### config.mk
export PLATFORM = sky130hd
export DESIGN_NAME = pc_update_unit
export DESIGN_NICKNAME = d
export VERILOG_FILES = /design/src/rtl/pc_pkg.sv /design/src/rtl/pc_adder.sv /design/src/rtl/pc_update_unit.sv
export SDC_FILE = /design/constraint.sdc
export NUM_CORES = 1
export LEC_CHECK = 0
export CAP_MARGIN = 20
export CORE_MARGIN = 5
export CORE_UTILIZATION = 50
export CTS_BUF_LIST = sky130_fd_sc_hd__clkbuf_4
export DETAILED_ROUTE_END_ITERATION = 16
export HOLD_SLACK_MARGIN = 0.15
export PLACE_DENSITY = 0.77
export SLEW_MARGIN = 15
export SYNTH_ARGS = -nofsm -noshare
export SYNTH_HDL_FRONTEND = slang
export SYNTH_HIERARCHICAL = 1
export SYNTH_SLANG_ARGS = --single-unit
### constraint.sdc
create_clock -name CLK -period 12 [get_ports CLK]
set_input_delay 2.4 -clock CLK [delete_from_list [all_inputs] [get_ports CLK]]
set_output_delay 2.4 -clock CLK [all_outputs]
set_load 0.05 [all_outputs]
### src/rtl/pc_pkg.sv
// Shared constants for the PC update stage: FSM state encoding, PC step and default reset PC.
package pc_pkg;

    localparam int          ADDR_W_DEFAULT   = 32;
    localparam logic [31:0] PC_STEP          = 32'd4;
    localparam logic [31:0] RESET_PC_DEFAULT = 32'hFFFF_FFFC;

    localparam logic [1:0] ST_BOOT  = 2'd0;
    localparam logic [1:0] ST_RUN   = 2'd1;
    localparam logic [1:0] ST_STALL = 2'd2;

endpackage

### src/rtl/pc_adder.sv
// Plain modulo-2^W adder; used for both PC+4 and PC+4+OFFSET.
module pc_adder #(
    parameter int W = 32
) (
    input  logic [W-1:0] a,
    input  logic [W-1:0] b,
    output logic [W-1:0] sum
);

    assign sum = a + b;

endmodule

### src/rtl/pc_update_unit.sv
// Program counter register with BOOT/RUN/STALL sequencing and a pending-target capture across stalls.
// Optional performance counters are enabled with `define PC_UPDATE_PERF_COUNTERS_EN.
module pc_update_unit
    import pc_pkg::*;
#(
    parameter int          ADDR_W   = ADDR_W_DEFAULT,
    parameter logic [31:0] RESET_PC = RESET_PC_DEFAULT
) (
    input  logic              CLK,
    input  logic              RESET_N,
    input  logic [ADDR_W-1:0] OFFSET,
    input  logic              JUMP,
    input  logic              BRANCH,
    input  logic              ZERO,
    input  logic              BUSYWAIT,
    output logic [ADDR_W-1:0] PC,
    output logic [ADDR_W-1:0] PC_PLUS4,
    output logic [ADDR_W-1:0] TARGET,
    output logic              STALLED,
`ifdef PC_UPDATE_PERF_COUNTERS_EN
    output logic [31:0]       STALL_CYCLES,
    output logic [31:0]       TAKEN_COUNT,
`endif
    output logic [1:0]        DBG_STATE
);

    logic [ADDR_W-1:0] pc;
    logic [ADDR_W-1:0] pc_plus4;
    logic [ADDR_W-1:0] target;
    logic [ADDR_W-1:0] pend_tgt;
    logic              pend_valid;
    logic              stalled;
    logic [1:0]        state;
    logic              taken;

    pc_adder #(.W(ADDR_W)) u_add_step (
        .a   (pc),
        .b   (PC_STEP[ADDR_W-1:0]),
        .sum (pc_plus4)
    );

    pc_adder #(.W(ADDR_W)) u_add_target (
        .a   (pc_plus4),
        .b   (OFFSET),
        .sum (target)
    );

    assign taken = JUMP | (BRANCH & ZERO);

    always_ff @(posedge CLK or negedge RESET_N) begin
        if (!RESET_N) begin
            pc         <= RESET_PC[ADDR_W-1:0];
            state      <= ST_BOOT;
            pend_valid <= 1'b0;
            pend_tgt   <= '0;
            stalled    <= 1'b0;
        end else begin
            case (state)
                ST_BOOT: begin
                    // Instruction inputs are meaningless before the first fetch.
                    if (!BUSYWAIT) begin
                        pc    <= pc_plus4;
                        state <= ST_RUN;
                    end
                end
                ST_RUN: begin
                    if (BUSYWAIT) begin
                        state      <= ST_STALL;
                        stalled    <= 1'b1;
                        pend_valid <= taken;
                        pend_tgt   <= target;
                    end else begin
                        pc <= taken ? target : pc_plus4;
                    end
                end
                ST_STALL: begin
                    if (!BUSYWAIT) begin
                        pc         <= pend_valid ? pend_tgt : pc_plus4;
                        pend_valid <= 1'b0;
                        stalled    <= 1'b0;
                        state      <= ST_RUN;
                    end
                end
                default: begin
                    state      <= ST_BOOT;
                    pend_valid <= 1'b0;
                    stalled    <= 1'b0;
                end
            endcase
        end
    end

`ifdef PC_UPDATE_PERF_COUNTERS_EN
    logic [31:0] stall_cycles;
    logic [31:0] taken_count;

    always_ff @(posedge CLK or negedge RESET_N) begin
        if (!RESET_N) begin
            stall_cycles <= '0;
            taken_count  <= '0;
        end else begin
            if (state == ST_STALL) stall_cycles <= stall_cycles + 32'd1;
            if ((state == ST_RUN && !BUSYWAIT && taken) ||
                (state == ST_STALL && !BUSYWAIT && pend_valid))
                taken_count <= taken_count + 32'd1;
        end
    end

    assign STALL_CYCLES = stall_cycles;
    assign TAKEN_COUNT  = taken_count;
`endif

    assign PC        = pc;
    assign PC_PLUS4  = pc_plus4;
    assign TARGET    = target;
    assign STALLED   = stalled;
    assign DBG_STATE = state;

endmodule

==> out/results.ini <==
[run_status]
outcome=completed

[clock_tree]
post_cts_resize_count=0
clkLatencyLatePin_ns=0.45
root_buffer=clkbuf_4
cts_sinks=68
post_cts_buffers=0
clockBufferDepth=2
cts_tree=done
h-tree-depth=3
ctsHoldBuffers=0
path_clk_slew_ns=0.13
cts_buffers=9

[placed_design]
hpwl_mm=15.05
io_buffers=136
placed_area_mm2=0.008687
place.gp.congestion=0.9248

[worst_setup_path]
crit_type=in2out
r2r-end=PC[31]
reg2reg_from=PC[2]
crit_chain=clkdlybuf4s50_1 -> ha_1 -> fa_1 -> a21oi_1 -> a2bb2oi_1 -> a21oi_1 -> a311o_1 -> a211o_1 -> a21o_1 -> a311oi_2 -> xnor2_1 -> clkdlybuf4s50_1
rr_worst_depth=20
critPathMaxStageDelay_ns=0.87
endpoint_kind=primary output
critPathTopFamily=compound AO/OA/AOI/OAI gates
cp.required_ns=9.60
critPathBufInv=2
cp_slowest_cell=clkdlybuf4s50_1
r2r_slack_ns=6.79
startpoint_type=input pin
worst_ep_arrival_time_ns=6.77
path_max_fanout=4

[synthesis]
yosys.area.top_type=dfrtp_1
synth_flop_cell=dfrtp_1
ys_top_cells_by_area=dfrtp_1, ha_1, dfstp_2
synth_cell_types=73
avgSynthCellArea_um2=8.736
synth_top_cells_by_count=a21oi_1, o21ai_0, ha_1
yosysWarnings=6
synth_edf_count=0
synth_seq_cells=68
synth.yosys.seq_area_share=0.2416
yosys.cell_count.top_type=a21oi_1
synthArstFlopShare=1.000
netlist_instances=824
synth_top_area_frac=0.1321
syn_area_mm2=0.007198

[sta]
finalSetupTns_ns=0
setup_viol=0
hold_viol_final=0
slew_headroom=0.2257
slew_violations=0
rsz0062_at_grt=false
worstMarginPinSlew_ns=1.162
max_freq_mhz=109.1
final.min_clock_period_ns=9.165
skew_ns=0.02015
period_share=0.7638

[detailed_routing]
ant_nets=0
dr.pass1.iters=5
routedWlPerCell_um=18.17
routed_wirelength_mm=20.94
vias_per_cell=5.932
drc=0
detail_route.iter0.violations=625
vias=6834

[final_layout]
syn2layout_area_growth_pct=22.20
drive_gt1_frac=0.1287
final_nets=1072
design_area_mm2=0.008796

[grt]
gr-usage-all-layers=0.2459
grt_pass1_vias=6574
grt_pass1_wl_mm=33.21
antenna_found_initial=1
grt_max_degree=69
grt_overflow_total=0

[worst_hold_path]
min_to=PC[6]
hold_start=PC[6]
whs_path_depth=2
hold_class=reg2reg

[run]
maxCapViolCount=0

[floorplan]
rows=43
ios=137
die-area_mm2=0.01690
start_util=0.5146
core_area_mm2=0.01399
die_x_um=130.0
die_h_um=130.0

==> through the flow <==
| stage | hold slack [ns] | worst slack, ns | std cells | utilization |
|---|---|---|---|---|
| floorplan | 0.4791 | 4.345 | 855 | - |
| global placement | 0.4662 | 2.969 | 1134 | 0.6199 |
| detailed placement | 0.4704 | 2.954 | 1135 | 0.6210 |
| CTS | 0.4875 | 2.930 | 1151 | 0.6286 |
| global route | 0.5020 | 2.802 | 1152 | 0.6288 |
| finish | 0.4830 | 2.835 | 1152 | 0.6288 |
==> registers in the layout, indices dropped and copies added (netlist names) <==
register    flops
STALLED         1
pend_tgt       32
pend_valid      1
PC             32
DBG_STATE       2
==> cells by family (layout without fill, tap and decap cells) <==
logic type / count (synthesis) / after routing / synth area share
AOI/OAI and AO/OA: 315 / 315 / 0.2684
xor gates and xnor gates: 59 / 59 / 0.07179
adders and majority gates: 68 / 68 / 0.1203
buffers and inverters: 54 / 170 / 0.04276
DFF: 68 / 68 / 0.2416
muxes: 100 / 100 / 0.1504
other: 2 / 34 / 0.001043
and+or+nand+nor: 158 / 158 / 0.1038
==> layer usage <==
| layer | vias up | routed length, um | track usage |
|---|---|---|---|
| met5 | - | 0 | 0 |
| met4 | 0 | 464 | 0.08924 |
| met3 | 34 | 999 | 0.02824 |
| met2 | 224 | 9510 | 0.3925 |
| met1 | 3255 | 9961 | 0.3448 |
| li1 | 3321 | - | - |
==> layout by cell type (no fill, tap or decap), types with 3 or more instances in the layout <==
cell / count
nand3_1: 13
nand2_1: 64
nand4_1: 10
xor2_1: 22
nand2b_1: 4
a21oi_1: 87
and2_1: 4
o21a_1: 6
mux2_1: 8
o21bai_1: 6
nor3_1: 9
and3_1: 7
nor2_1: 28
clkinv_1: 3
nor2b_1: 5
a31oi_1: 8
conb_1: 33
a22o_1: 3
clkdlybuf4s50_1: 135
o21ai_1: 41
o21ai_0: 83
dfrtp_1: 37
buf_4: 5
o22ai_1: 4
o211ai_1: 8
mux2i_1: 35
a211oi_1: 5
xnor2_1: 37
dfstp_2: 30
or2_2: 5
ha_1: 66
clkbuf_4: 10
a21o_1: 33
inv_1: 12
mux2_2: 57
==> layout make-up <==
class | instances | area, um2
sequential | 68 | 1740
fill | 1267 | 5192
multi-input combinational | 733 | 5268
tap | 180 | 225.2
antenna | 1 | 2.502
clock buffer | 10 | 75.07
timing repair buffer | 142 | 1409
clock inverter | 6 | 31.28
inverter | 12 | 45.04
==> worst register-to-register path, stage by stage, from the launching register on <==
cell and delay, ns:
dfstp_2 0.58, ha_1 0.22, a21o_1 0.15, a31o_2 0.22
nand4_1 0.13, a21oi_1 0.41, nand3_1 0.16, a311oi_1 0.40
xor2_1 0.39, ha_1 0.36, a21oi_1 0.16, o21ai_1 0.13
nor3_1 0.21, a31oi_1 0.20, nand2_1 0.18, a21oi_1 0.12
o41a_1 0.37, xnor2_1 0.31, mux2_2 0.22, a21oi_1 0.06
o21ai_1 0.16
==> worst max-delay path by stage <==
| stage | startpoint | endpoint | depth (start not counted) |
|---|---|---|---|
| floorplan | PC[4] | TARGET[22] | 16 |
| global placement | OFFSET[0] | TARGET[30] | 12 |
| detailed placement | OFFSET[0] | TARGET[30] | 12 |
| CTS | OFFSET[0] | TARGET[30] | 12 |
| global route | OFFSET[0] | TARGET[30] | 12 |
| finish | OFFSET[0] | TARGET[30] | 12 |
Power is not shown: default switching activity piles up to over one toggle a cycle in this logic, so the estimate is an artifact.
